--- config.mk ---
export PLATFORM = sky130hd
export DESIGN_NAME = simon_autoplayer
export DESIGN_NICKNAME = d
export VERILOG_FILES = /design/src/rtl/simon_autoplayer.sv
export SDC_FILE = /design/constraint.sdc
export NUM_CORES = 1
export LEC_CHECK = 0
export ABC_CLOCK_PERIOD_IN_PS = 4000
export CORE_AREA = 2 2 98 100
export CTS_CLUSTER_SIZE = 24
export DETAILED_ROUTE_END_ITERATION = 7
export DIE_AREA = 0 0 100 102
export GPL_TIMING_DRIVEN = 0
export PLACE_DENSITY = 0.81
export SLEW_MARGIN = 0
export SYNTH_ARGS = -nofsm -noshare
export SYNTH_HDL_FRONTEND = slang
export SYNTH_SLANG_ARGS = --single-unit
--- constraint.sdc ---
create_clock -name clk -period 4 [get_ports clk]
set_input_delay 0.4 -clock clk [delete_from_list [all_inputs] [get_ports clk]]
set_output_delay 0.4 -clock clk [all_outputs]
set_load 0.1 [all_outputs]
--- src/rtl/simon_autoplayer.sv ---
// Simon game autoplayer: watches the game's LED sequence, records up to DEPTH
// colour steps, and once the LEDs have stayed dark for GAP_MS replays the
// sequence on the button outputs with PRESS_MS hold and RELEASE_MS release.
module simon_autoplayer #(
   parameter int DEPTH      = 32,
   parameter int GAP_MS     = 500,
   parameter int PRESS_MS   = 100,
   parameter int RELEASE_MS = 100
) (
   input  logic       clk,
   input  logic       rst,
   input  logic       enable,
   input  logic [5:0] ticks_per_milli,
   input  logic [3:0] led,
   output logic [3:0] btn,
   output logic       playing,
   output logic [5:0] seq_len,
   output logic       overflow,
   output logic       game_over
);

   // Millisecond counter must hold the longest of the three timed intervals.
   localparam int MAX_MS = (GAP_MS > PRESS_MS)
                           ? ((GAP_MS > RELEASE_MS) ? GAP_MS : RELEASE_MS)
                           : ((PRESS_MS > RELEASE_MS) ? PRESS_MS : RELEASE_MS);
   localparam int MS_W   = $clog2(MAX_MS + 1);
   localparam int IDX_W  = (DEPTH > 1) ? $clog2(DEPTH) : 1;

   localparam logic [MS_W-1:0] GAP_LAST     = MS_W'(GAP_MS - 1);
   localparam logic [MS_W-1:0] PRESS_LAST   = MS_W'(PRESS_MS - 1);
   localparam logic [MS_W-1:0] RELEASE_LAST = MS_W'(RELEASE_MS - 1);
   localparam logic [5:0]      DEPTH_L      = 6'(DEPTH);

   typedef enum logic [2:0] {
      S_IDLE,
      S_WATCH,
      S_GAP,
      S_PRESS,
      S_RELEASE
   } state_t;

   state_t          state_q;
   logic [5:0]      tick_cnt_q;
   logic [MS_W-1:0] ms_cnt_q;
   logic [5:0]      seq_len_q;
   logic [5:0]      play_idx_q;
   logic [3:0]      led_prev_q;
   logic [3:0]      btn_q;
   logic            playing_q;
   logic            overflow_q;
   logic            game_over_q;
   logic [1:0]      buf_q [0:DEPTH-1];

   logic [5:0]      tick_last;
   logic            ms_tick;
   logic            led_zero;
   logic            led_multi;
   logic            led_onehot;
   logic [1:0]      led_idx;
   logic            seq_full;
   logic            step_seen;
   logic            rec_step;
   logic [5:0]      next_idx;

   function automatic logic [3:0] idx_to_btn(input logic [1:0] idx);
      return 4'b0001 << idx;
   endfunction

   // Decode the LED bus, derive the ms tick and the step-record strobe.
   always_comb begin
      // NOTE: every combinational output gets a default first so no path leaves it unassigned (no latch).
      led_idx    = 2'd0;
      tick_last  = (ticks_per_milli == 6'd0) ? 6'd0 : ticks_per_milli - 6'd1;
      // >= keeps the prescaler from running away if ticks_per_milli shrinks mid-count.
      ms_tick    = (tick_cnt_q >= tick_last);
      led_zero   = (led == 4'b0000);
      led_multi  = |(led & (led - 4'd1));
      led_onehot = !led_zero && !led_multi;
      unique case (led)
         4'b0010: led_idx = 2'd1;
         4'b0100: led_idx = 2'd2;
         4'b1000: led_idx = 2'd3;
         default: led_idx = 2'd0;
      endcase
      seq_full   = (seq_len_q >= DEPTH_L);
      step_seen  = (state_q == S_WATCH) && enable && (led_prev_q == 4'b0000) && led_onehot;
      rec_step   = step_seen && !seq_full;
      next_idx   = play_idx_q + 6'd1;
   end

   // Step buffer: written only when a new colour is recorded in WATCH.
   // NOTE: the buffer has no reset; its contents are only read below seq_len, so stale data is harmless.
   always_ff @(posedge clk) begin
      if (rec_step) begin
         buf_q[seq_len_q[IDX_W-1:0]] <= led_idx;
      end
   end

   // Main FSM with ms prescaler, step counting and registered outputs.
   always_ff @(posedge clk) begin
      // NOTE: all sequential state uses non-blocking assignment so every register sees pre-edge values.
      if (rst) begin
         state_q     <= S_IDLE;
         tick_cnt_q  <= '0;
         ms_cnt_q    <= '0;
         seq_len_q   <= '0;
         play_idx_q  <= '0;
         led_prev_q  <= '0;
         btn_q       <= '0;
         playing_q   <= 1'b0;
         overflow_q  <= 1'b0;
         game_over_q <= 1'b0;
      end else begin
         led_prev_q <= led;
         tick_cnt_q <= ms_tick ? 6'd0 : tick_cnt_q + 6'd1;
         if (ms_tick) begin
            ms_cnt_q <= ms_cnt_q + 1'b1;
         end

         if (!enable) begin
            // Disable wins over everything; recorded steps are kept.
            state_q    <= S_IDLE;
            btn_q      <= '0;
            playing_q  <= 1'b0;
            tick_cnt_q <= '0;
            ms_cnt_q   <= '0;
         end else begin
            unique case (state_q)
               S_IDLE: begin
                  state_q    <= S_WATCH;
                  tick_cnt_q <= '0;
                  ms_cnt_q   <= '0;
               end

               S_WATCH: begin
                  if (led_multi) begin
                     // Several LEDs at once means the game signalled a loss.
                     game_over_q <= 1'b1;
                     seq_len_q   <= '0;
                     tick_cnt_q  <= '0;
                     ms_cnt_q    <= '0;
                  end else if (!led_zero) begin
                     // Any lit LED restarts the dark-time measurement.
                     tick_cnt_q <= '0;
                     ms_cnt_q   <= '0;
                     if (step_seen) begin
                        if (seq_full) begin
                           overflow_q <= 1'b1;
                        end else begin
                           seq_len_q <= seq_len_q + 6'd1;
                        end
                     end
                  end else if (seq_len_q == 6'd0) begin
                     // Nothing to replay yet, so dark time is not measured.
                     tick_cnt_q <= '0;
                     ms_cnt_q   <= '0;
                  end else if (ms_tick && (ms_cnt_q == GAP_LAST)) begin
                     state_q    <= S_GAP;
                     tick_cnt_q <= '0;
                     ms_cnt_q   <= '0;
                  end
               end

               S_GAP: begin
                  state_q    <= S_PRESS;
                  play_idx_q <= '0;
                  btn_q      <= idx_to_btn(buf_q[0]);
                  playing_q  <= 1'b1;
                  tick_cnt_q <= '0;
                  ms_cnt_q   <= '0;
               end

               S_PRESS: begin
                  if (ms_tick && (ms_cnt_q == PRESS_LAST)) begin
                     state_q    <= S_RELEASE;
                     btn_q      <= '0;
                     tick_cnt_q <= '0;
                     ms_cnt_q   <= '0;
                  end
               end

               S_RELEASE: begin
                  if (ms_tick && (ms_cnt_q == RELEASE_LAST)) begin
                     tick_cnt_q <= '0;
                     ms_cnt_q   <= '0;
                     play_idx_q <= next_idx;
                     if (next_idx == seq_len_q) begin
                        // Whole sequence replayed: wait for the game's next, longer round.
                        state_q   <= S_WATCH;
                        seq_len_q <= '0;
                        playing_q <= 1'b0;
                     end else begin
                        state_q <= S_PRESS;
                        btn_q   <= idx_to_btn(buf_q[next_idx[IDX_W-1:0]]);
                     end
                  end
               end

               default: begin
                  state_q <= S_IDLE;
               end
            endcase
         end
      end
   end

   assign btn       = btn_q;
   assign playing   = playing_q;
   assign seq_len   = seq_len_q;
   assign overflow  = overflow_q;
   assign game_over = game_over_q;

endmodule

== After elaboration in Yosys (flattened, before gate mapping) ==
Memory sizes are Yosys's and may differ from the RTL's.
Index checks and enable logic that the tools add are counted.
Storage, ports and cells
  flip-flop bits (word level): 41
  memory bits (writable): 64
  input bits: 13
  output and inout port bits: 13
  word-level logic and storage cells: 117
  memories kept: 1
Cells by class
  $add $sub $neg: 6
  magnitude comparators: 2
  equality and inequality tests: 21
  shift operators: 2
  mux-type cells: 42
  bitwise logic cells: 4
  reductions and logical operators: 29
Memory list
  buf_q: words 32, width 2, read ports 2, clocked after memory_dff 0, write ports 1, RTL line 52  | logic [1:0] buf_q [0:DEPTH-1];
Operators by type and width (number)
  $mux 6: 14
  $mux 9: 6
  $pmux 9 s3: 1
  $pmux 6 s2: 2
  $add 6x1->6 const B: 3
  $mux 3: 6
  $pmux 6 s3: 1
  $pmux 3 s5: 1
  $ne 2x2->1 const B: 7
  $logic_not 6->1: 2
  $mux 4: 3
  $pmux 4 s3: 1
  $reduce_and 6->1: 2
  $add 9x1->9 const B: 1
  $eq 9x7->1 const B: 1
  $eq 9x9->1 const B: 1
  $ne 3x3->1 const B: 3
  $reduce_and 3->1: 3
  $logic_not 4->1: 2
  $shl 1x2->4 const A: 2
  $logic_and 1x1->1: 7
  $reduce_and 7->1: 1
  $eq 3x2->1 const B: 2
  $eq 6x6->1: 1
  23 further kinds: 33

== Longest topological paths before layout ==
Gate-level depths: netlist (run 1).
  depth in word-level cells: 10
  gate-level depth with buffers: 13
  mapped depth without buffers: 13

== Worst setup path after synthesis (run 1) ==
OpenSTA, ideal clock, no wires.
  kind: input-to-reg
  start point: input ticks_per_milli[0]
  end point: register btn_q[3] (netlist: btn[3])
  library setup time: 62 ps
  arrival: 3051 ps
  required time: 3938 ps
  setup slack: 887 ps
  stages on the path: 13
  buffers on the path: 0
  cell sequence: inv_1 -> ha_1 -> nand2_1 -> or3_1 -> and2_1 -> ha_1 -> nor2b_1 -> o21ai_0 -> a221oi_2 -> nor2_2 -> a31o_2 -> a211oi_2 -> a22o_1
Between the ends
  word-level cells in the longest chain between the ends: 6
  elaborated cells on any way between the ends: 8
  classes of those cells: 1 x add/sub; 1 x order compare; 2 x eq/ne; 1 x mux; 3 x reduce/logical
Ends and longest elaborated chain
  from (decl): RTL line 13  | input logic [5:0] ticks_per_milli,
  $sub 6x1->6 or $logic_not 6->1 (tied branches): RTL line 73  | tick_last = (ticks_per_milli == 6'd0) ? 6'd0 : ticks_per_milli - 6'd1;
  $mux 6 (*): RTL line 73
  $ge 6x6->1 (*): RTL line 75  | ms_tick = (tick_cnt_q >= tick_last);
  $logic_and 1x1->1 (*): RTL line 174, 183
  $ne 2x2->1 (no source line)
  $reduce_and 4->1 (no source line) (*)
  to (signal assigned): RTL line 167  | btn_q <= idx_to_btn(buf_q[0]);
  to (signal assigned): RTL line 194  | btn_q <= idx_to_btn(buf_q[next_idx[IDX_W-1:0]]);
  to (decl): RTL line 48  | logic [3:0] btn_q;
Every way passes the cells marked *; elsewhere a longest branch is shown, timed or not.
A chain may end at the register's enable or synchronous reset.

== Final worst setup path (run 1) ==
  start point: input ticks_per_milli[0]
  end point: register ms_cnt_q[1]
Between the ends
  word-level cells in the longest chain between the ends: 9
  elaborated cells on any way between the ends: 13
  classes of those cells: 1 x add/sub; 1 x order compare; 8 x mux; 3 x reduce/logical
Ends and longest elaborated chain
  $sub 6x1->6 or $logic_not 6->1 (tied branches): RTL line 73
  $mux 6 (*): RTL line 73
  $ge 6x6->1 (*): RTL line 75
  $mux 9 or $logic_and 1x1->1 (tied branches): RTL line 116, 157
  $mux 9: RTL line 157  | end else if (ms_tick && (ms_cnt_q == GAP_LAST)) begin
  $mux 9: RTL line 153  | end else if (seq_len_q == 6'd0) begin
  $mux 9: RTL line 142  | end else if (!led_zero) begin
  $mux 9: RTL line 136  | if (led_multi) begin
  $pmux 9 s3 (*): RTL line 128  | unique case (state_q)
  to (signal assigned): RTL line 117  | ms_cnt_q <= ms_cnt_q + 1'b1;
  to (decl): RTL line 44  | logic [MS_W-1:0] ms_cnt_q;
Marked as above.

==> results.py, run 1 <==
metrics = {
    "run_status": {
        "outcome": "complete, no violations",
    },
    "logic_synthesis": {
        "synth_ff_type": "edfxtp_1",
        "synth_largest_area_cell": "edfxtp_1",
        "synthArstFlopShare_pct": 0,
        "syn_area_per_cell_um2": 11.5,
        "synth_top_area_share_pct": 37.6,
        "synth_nets": 473,
        "syn_inst": 446,
        "yosysWarnings": 0,
        "ys_types": 63,
        "netlist_area_um2": 5120,
        "synth_edf_count": 64,
        "synth_area_leaders": "edfxtp_1 38%, dfxtp_1 16%, nor2_1 5.6%, mux4_2 3.5%, ha_1 3.4%",
        "seq_area_frac_synth_pct": 53.6,
        "ys_ff_latch": 105,
    },
    "final_layout": {
        "diodes": 0,
        "fillCellCount": 726,
        "fin_nets": 509,
        "final_cell_mix": "76 x nor2_1, 64 x edfxtp_1, 41 x dfxtp_1",
        "drive_above_1_share_pct": 9.86,
        "final_common_cell": "nor2_1",
        "post-route-cell-area_um2": 5730,
        "area_growth_pct": 11.9,
    },
    "worst_setup_path": {
        "worst-endpoint-arrival_ps": 3850,
        "critPathKind": "in2reg",
        "r2r-end": "btn[2]",
        "crit_path_start_kind": "input port",
        "r2r.worst_path.cells": 10,
        "crit-reg2reg-launch": "play_idx_q[1]",
        "critPathMaxFanout": 10,
        "critPathCaptureType": "flop",
        "required_ps": 4310,
        "reg2reg_setup_slack_ps": 1090,
    },
    "place": {
        "port_buffers": 23,
        "place_congestion": 0.896,
        "placed_cell_area_um2": 5520,
        "dp_hpwl_um": 7410,
    },
    "power": {
        "p_total_mw": 1.86,
        "leakagePower_nw": 1.78,
        "combPwrFrac_pct": 4.2,
        "p_switching_uw": 438,
        "ir_drop_mv": 0.244,
        "p_sw_share_pct": 23.5,
        "clkPwrFrac_pct": 34.0,
        "power_frac_seq_pct": 61.8,
        "powerDensity_nw_per_um2": 325,
        "intPower_mw": 1.42,
    },
    "global_route": {
        "grt_pass1_vias": 3542,
        "grt_antenna_before_repair": 0,
        "grt_max_degree": 21,
        "gr-usage-all-layers_pct": 21.9,
        "grt_pass1_wl_um": 17100,
        "overflow": 0,
    },
    "sta": {
        "clock_skew_ps": 16.6,
        "setup_tns_ps": 0,
        "whs_ps": 374,
        "maxSlewHeadroom_pct": 33.4,
        "rsz0062_at_grt": "no",
        "worst_pin_slew_ps": 996,
        "clock.fmax_ghz": 0.283,
        "finalCritPeriodShare_pct": 88.3,
        "hold_viol": 0,
        "setup_viol": 0,
        "final.min_clock_period_ps": 3530,
        "slew_violations": 0,
    },
    "drt": {
        "dr.pass1.iters": 6,
        "vias": 3625,
        "dr.first_iter.drc_count": 197,
        "drcViolationCount": 0,
        "avgViaCountPerCell": 6.06,
        "wirelength_um": 10400,
        "ant_nets": 0,
        "wl_per_cell_um": 17.4,
    },
    "clock_network": {
        "cts_tree": "done",
        "htreeDepth": 3,
        "clockBufferDepth": 2,
        "root_buffer": "clkbuf_8",
        "hold_buffers": 0,
        "postCtsResizedCells": 0,
        "numClockSinks": 105,
        "cts.reportedPaths.clkPinSlew_ps": 100,
        "postCtsSetupRepairBufs": 0,
        "numCtsBuffers": 9,
        "insertion_delay_ps": 390,
    },
    "floorplanning": {
        "die_area_um2": 10200,
        "start_util_pct": 56.2,
        "rows": 35,
        "ioPinCount": 26,
        "die_w_um": 100,
        "die_y_um": 102,
        "design.core.area_um2": 9110,
    },
    "hold_path": {
        "hold_depth": 3,
        "hold_path_class": "in2reg",
        "hp-start": "enable",
        "hold_path_end": "play_idx_q[2]",
    },
    "flow_run": {
        "drv_cap": 0,
    },
}
[power groups by stage]
stage	clock (mW)	combinational, mW	sequential (mW)
after detailed placement	0	0.0773	1.17
final	0.632	0.0785	1.15
after global placement	0	0.0710	1.17
after global routing	0.686	0.0867	1.15
after CTS	0.647	0.0776	1.15
after floorplan	0	0.0411	1.18
[synth_stat cells, types with 3 or more instances]
master / count
a21o_1: 3
a21oi_1: 18
a22oi_1: 3
a311oi_1: 3
a31oi_1: 4
and3_1: 5
buf_2: 4
clkbuf_1: 14
dfxtp_1: 41
edfxtp_1: 64
ha_1: 14
inv_1: 11
mux2i_1: 16
mux4_1: 4
mux4_2: 8
nand2_1: 22
nand2b_1: 3
nand3_1: 12
nand3b_1: 3
nand4_1: 7
nor2_1: 76
nor2b_1: 11
nor3_1: 7
nor3b_1: 4
nor4_1: 6
o211ai_1: 3
o21ai_0: 10
or3_1: 3
xnor2_1: 12
xor2_1: 14
[how the worst max path moves through the flow]
stage,startpoint,end,slack (ps),cells after the start
2_1_floorplan,ticks_per_milli[0],btn[3],890,13
3_5_place_dp,ticks_per_milli[0],ms_cnt_q[1],-90,14
3_3_place_gp,led[3],buf_q[13][1],-340,3
5_1_grt,ticks_per_milli[0],play_idx_q[5],130,14
4_1_cts,ticks_per_milli[0],ms_cnt_q[1],280,14
6_report,ticks_per_milli[0],ms_cnt_q[1],470,14
[cell families after synthesis]
| group | count (synthesis) | synth area share (%) |
|---|---|---|
| and+or+nand+nor | 170 | 16.2 |
| DFF | 105 | 53.6 |
| AOI/OAI and AO/OA | 68 | 9.73 |
| buffers and inverters | 31 | 2.67 |
| muxes | 29 | 8.92 |
| xor gates and xnor gates | 28 | 5.31 |
| adders and majority gates | 15 | 3.62 |
[registers in the layout, summed over array words and instances, names as in the netlist]
signal,cells
buf_q,64
game_over,1
ms_cnt_q,9
play_idx_q,6
tick_cnt_q,6
btn,4
seq_len,6
overflow,1
led_prev_q,4
state_q,3
playing,1
[worst max-delay path, stage by stage]
cell	delay, ps
clkdlybuf4s50_1	420
inv_1	80
ha_1	200
nand2_1	90
or3_1	380
and2_1	190
ha_1	260
nor2b_1	120
o21ai_0	190
a221oi_4	520
nor2_4	160
a21boi_0	370
o221ai_2	260
a21oi_1	180
[per-stage QoR]
stage	setup slack, ps	std cells	utilization (%)
after floorplan	887	446	-
after global placement	-342	580	60.2
after detailed placement	-91.3	582	60.6
after CTS	280	598	62.7
after global routing	129	598	62.9
final	467	598	62.9
[final cells by class]
class	count	area (um2)	share of cell area, %
Buffer	20	95.1	1.66
Clock buffer	10	128	2.23
Clock inverter	6	65.1	1.14
Inverter	11	41.3	0.721
Multi-Input combinational cell	310	2260	39.5
Sequential cell	105	2740	47.9
Tap cell	111	139	2.42
Timing Repair Buffer	25	253	4.41
[routing by layer]
layer  vias up  global-route usage, %  share of wire [%]
li1       1718                      -                  -
met1      1770                   27.2                 43
met2       114                   37.5                 49
met3        23                   5.54                4.9
met4         0                   8.22                2.6
met5         -                      0                  0
Note: power is estimated with default switching activity, not from simulation.
==> inputs of run 2 (changes only) <==
Settings changed: ABC_CLOCK_PERIOD_IN_PS 4000 to unset, CELL_PAD_IN_SITES_DETAIL_PLACEMENT set to 1, CELL_PAD_IN_SITES_GLOBAL_PLACEMENT set to 2, CORE_AREA 2 2 98 100 to 2 2 115 117, DIE_AREA 0 0 100 102 to 0 0 117 119, PLACE_DENSITY 0.81 to 0.85.
==> run 2 against run 1 <==
Compared with the run above:
- wire length grew 16%
- clock power is 52% higher
- global-route usage fell by 3.6 points
- register-to-register slack got worse by 190 ps
- sequential share of layout area fell by 1.8 points
- largest power group unchanged
- clock skew down 6.2 ps
- combinational power rose by 3.1%
==> results.py, run 2 (same netlist as run 1, synthesis figures left out) <==
metrics = {
    "clock_network": {
        "hold_buffers": 0,
        "htreeDepth": 3,
        "cts_tree": "done",
        "numClockSinks": 105,
        "clockBufferDepth": 2,
        "numCtsBuffers": 9,
        "insertion_delay_ps": 370,
        "cts.reportedPaths.clkPinSlew_ps": 80,
        "root_buffer": "clkbuf_16",
        "postCtsResizedCells": 0,
        "postCtsSetupRepairBufs": 0,
    },
    "power": {
        "powerDensity_nw_per_um2": 368,
        "leakagePower_nw": 1.85,
        "p_total_mw": 2.19,
        "ir_drop_mv": 0.273,
    },
    "final_layout": {
        "fin_nets": 510,
        "largest_reg_flops": 64,
        "diodes": 0,
        "drive_above_1_share_pct": 10.2,
        "post-route-cell-area_um2": 5950,
        "finalNonFillerCells": 664,
        "final_cell_mix": "76 x nor2_1, 64 x edfxtp_1, 41 x dfxtp_1",
        "area_growth_pct": 16.2,
        "final_common_cell": "nor2_1",
    },
    "worst_setup_path": {
        "crit_top_cell": "ha_1",
        "path_buf_inv": 2,
        "crit_slowest_cell": "o221ai_2",
        "critPathCaptureType": "flop",
        "critPathMaxFanout": 10,
        "critPathKind": "in2reg",
        "cp_top_family": "simple AND/OR/NAND/NOR gates",
        "crit_path_start_kind": "input port",
        "cpPeakStageDelay_ps": 460,
        "path_cells": "clkdlybuf4s50_1 > inv_1 > ha_1 > nand2_1 > or3_1 > and2_1 > ha_1 > nor2b_1 > o21ai_0 > a221oi_4 > nor2_2 > a21boi_0 > o221ai_2 > nor2_1",
        "required_ps": 4230,
        "worst-endpoint-arrival_ps": 3820,
    },
    "hold_path": {
        "hold_path_class": "in2reg",
    },
    "place": {
        "dp_hpwl_um": 8530,
        "placed_cell_area_um2": 5610,
        "place_congestion": 0.778,
        "port_buffers": 23,
        "dp_cells": 648,
    },
    "sta": {
        "rsz0062_at_grt": "no",
        "worst_pin_slew_ps": 974,
        "slew_violations": 0,
        "setup_viol": 0,
        "clock_skew_ps": 10.4,
        "final.min_clock_period_ps": 3590,
        "finalCritPeriodShare_pct": 89.7,
        "whs_ps": 398,
        "hold_viol": 0,
        "clock.fmax_ghz": 0.279,
        "maxSlewHeadroom_pct": 34.9,
    },
    "drt": {
        "drcViolationCount": 0,
        "dr.pass1.iters": 4,
        "avgViaCountPerCell": 5.37,
        "wl_per_cell_um": 18.1,
        "dr.first_iter.drc_count": 123,
        "vias": 3568,
        "wirelength_um": 12000,
        "ant_nets": 0,
    },
    "global_route": {
        "grt_pass1_vias": 3735,
        "grt_pass1_wl_um": 19100,
        "grt_antenna_before_repair": 0,
        "overflow": 0,
        "grt_max_degree": 22,
        "gr-usage-all-layers_pct": 18.3,
    },
    "floorplanning": {
        "rows": 42,
        "design.core.area_um2": 12900,
        "start_util_pct": 39.7,
        "die_y_um": 119,
        "die_w_um": 117,
        "die_area_um2": 13900,
        "ioPinCount": 26,
    },
    "flow_run": {
        "drv_cap": 0,
    },
    "run_status": {
        "outcome": "complete, no violations",
    },
}
==> run 2: worst paths after layout <==
path                                         start       endpoint  slack [ps]  depth (start not counted)
worst min register to register       tick_cnt_q[0]  tick_cnt_q[0]         470                          1
worst max-delay path            ticks_per_milli[0]    ms_cnt_q[3]         410                         14
worst min-delay path                        enable  play_idx_q[2]         400                          3
worst max register to register       play_idx_q[0]         btn[2]         900                         10
==> run 2: cell type report <==
class,count,area (um2)
buffer,20,95.1
clock buffer,9,225
clock inverter,7,100
fill,1394,6930
inverter,11,41.3
multi-input combinational,310,2260
sequential,105,2740
tap,176,220
timing repair buffer,26,264
==> run 2: tightest hold or removal path, cell delays in order <==
cell	delay [ps]
buf_2	170
nand4_1	90
a21oi_1	60
==> run 2: where the power goes <==
group          total (mW)  internal, mW  switching (mW)  leakage, nW
clock               0.962         0.510           0.452        0.160
combinational      0.0809        0.0315          0.0494        0.857
sequential           1.15          1.15         0.00157        0.830
==> run 2: layer usage <==
layer	vias to the layer above	share of wire [%]	track usage, %	wire length (um)
li1	1719	-	-	-
met5	-	0	0	0
met3	14	3.2	4.63	390
met2	44	52	32.3	6270
met4	0	1.4	5.88	174
met1	1791	43	21.6	5210
==> run 2: per-stage QoR <==
stage | setup slack (ps) | util, % | TNS, ps
floorplan | 887 | - | 0
global placement | -457 | 43.2 | -18950
detailed placement | -117 | 43.6 | -650
CTS | 229 | 46.1 | 0
global route | 36.8 | 46.2 | 0
finish | 410 | 46.2 | 0
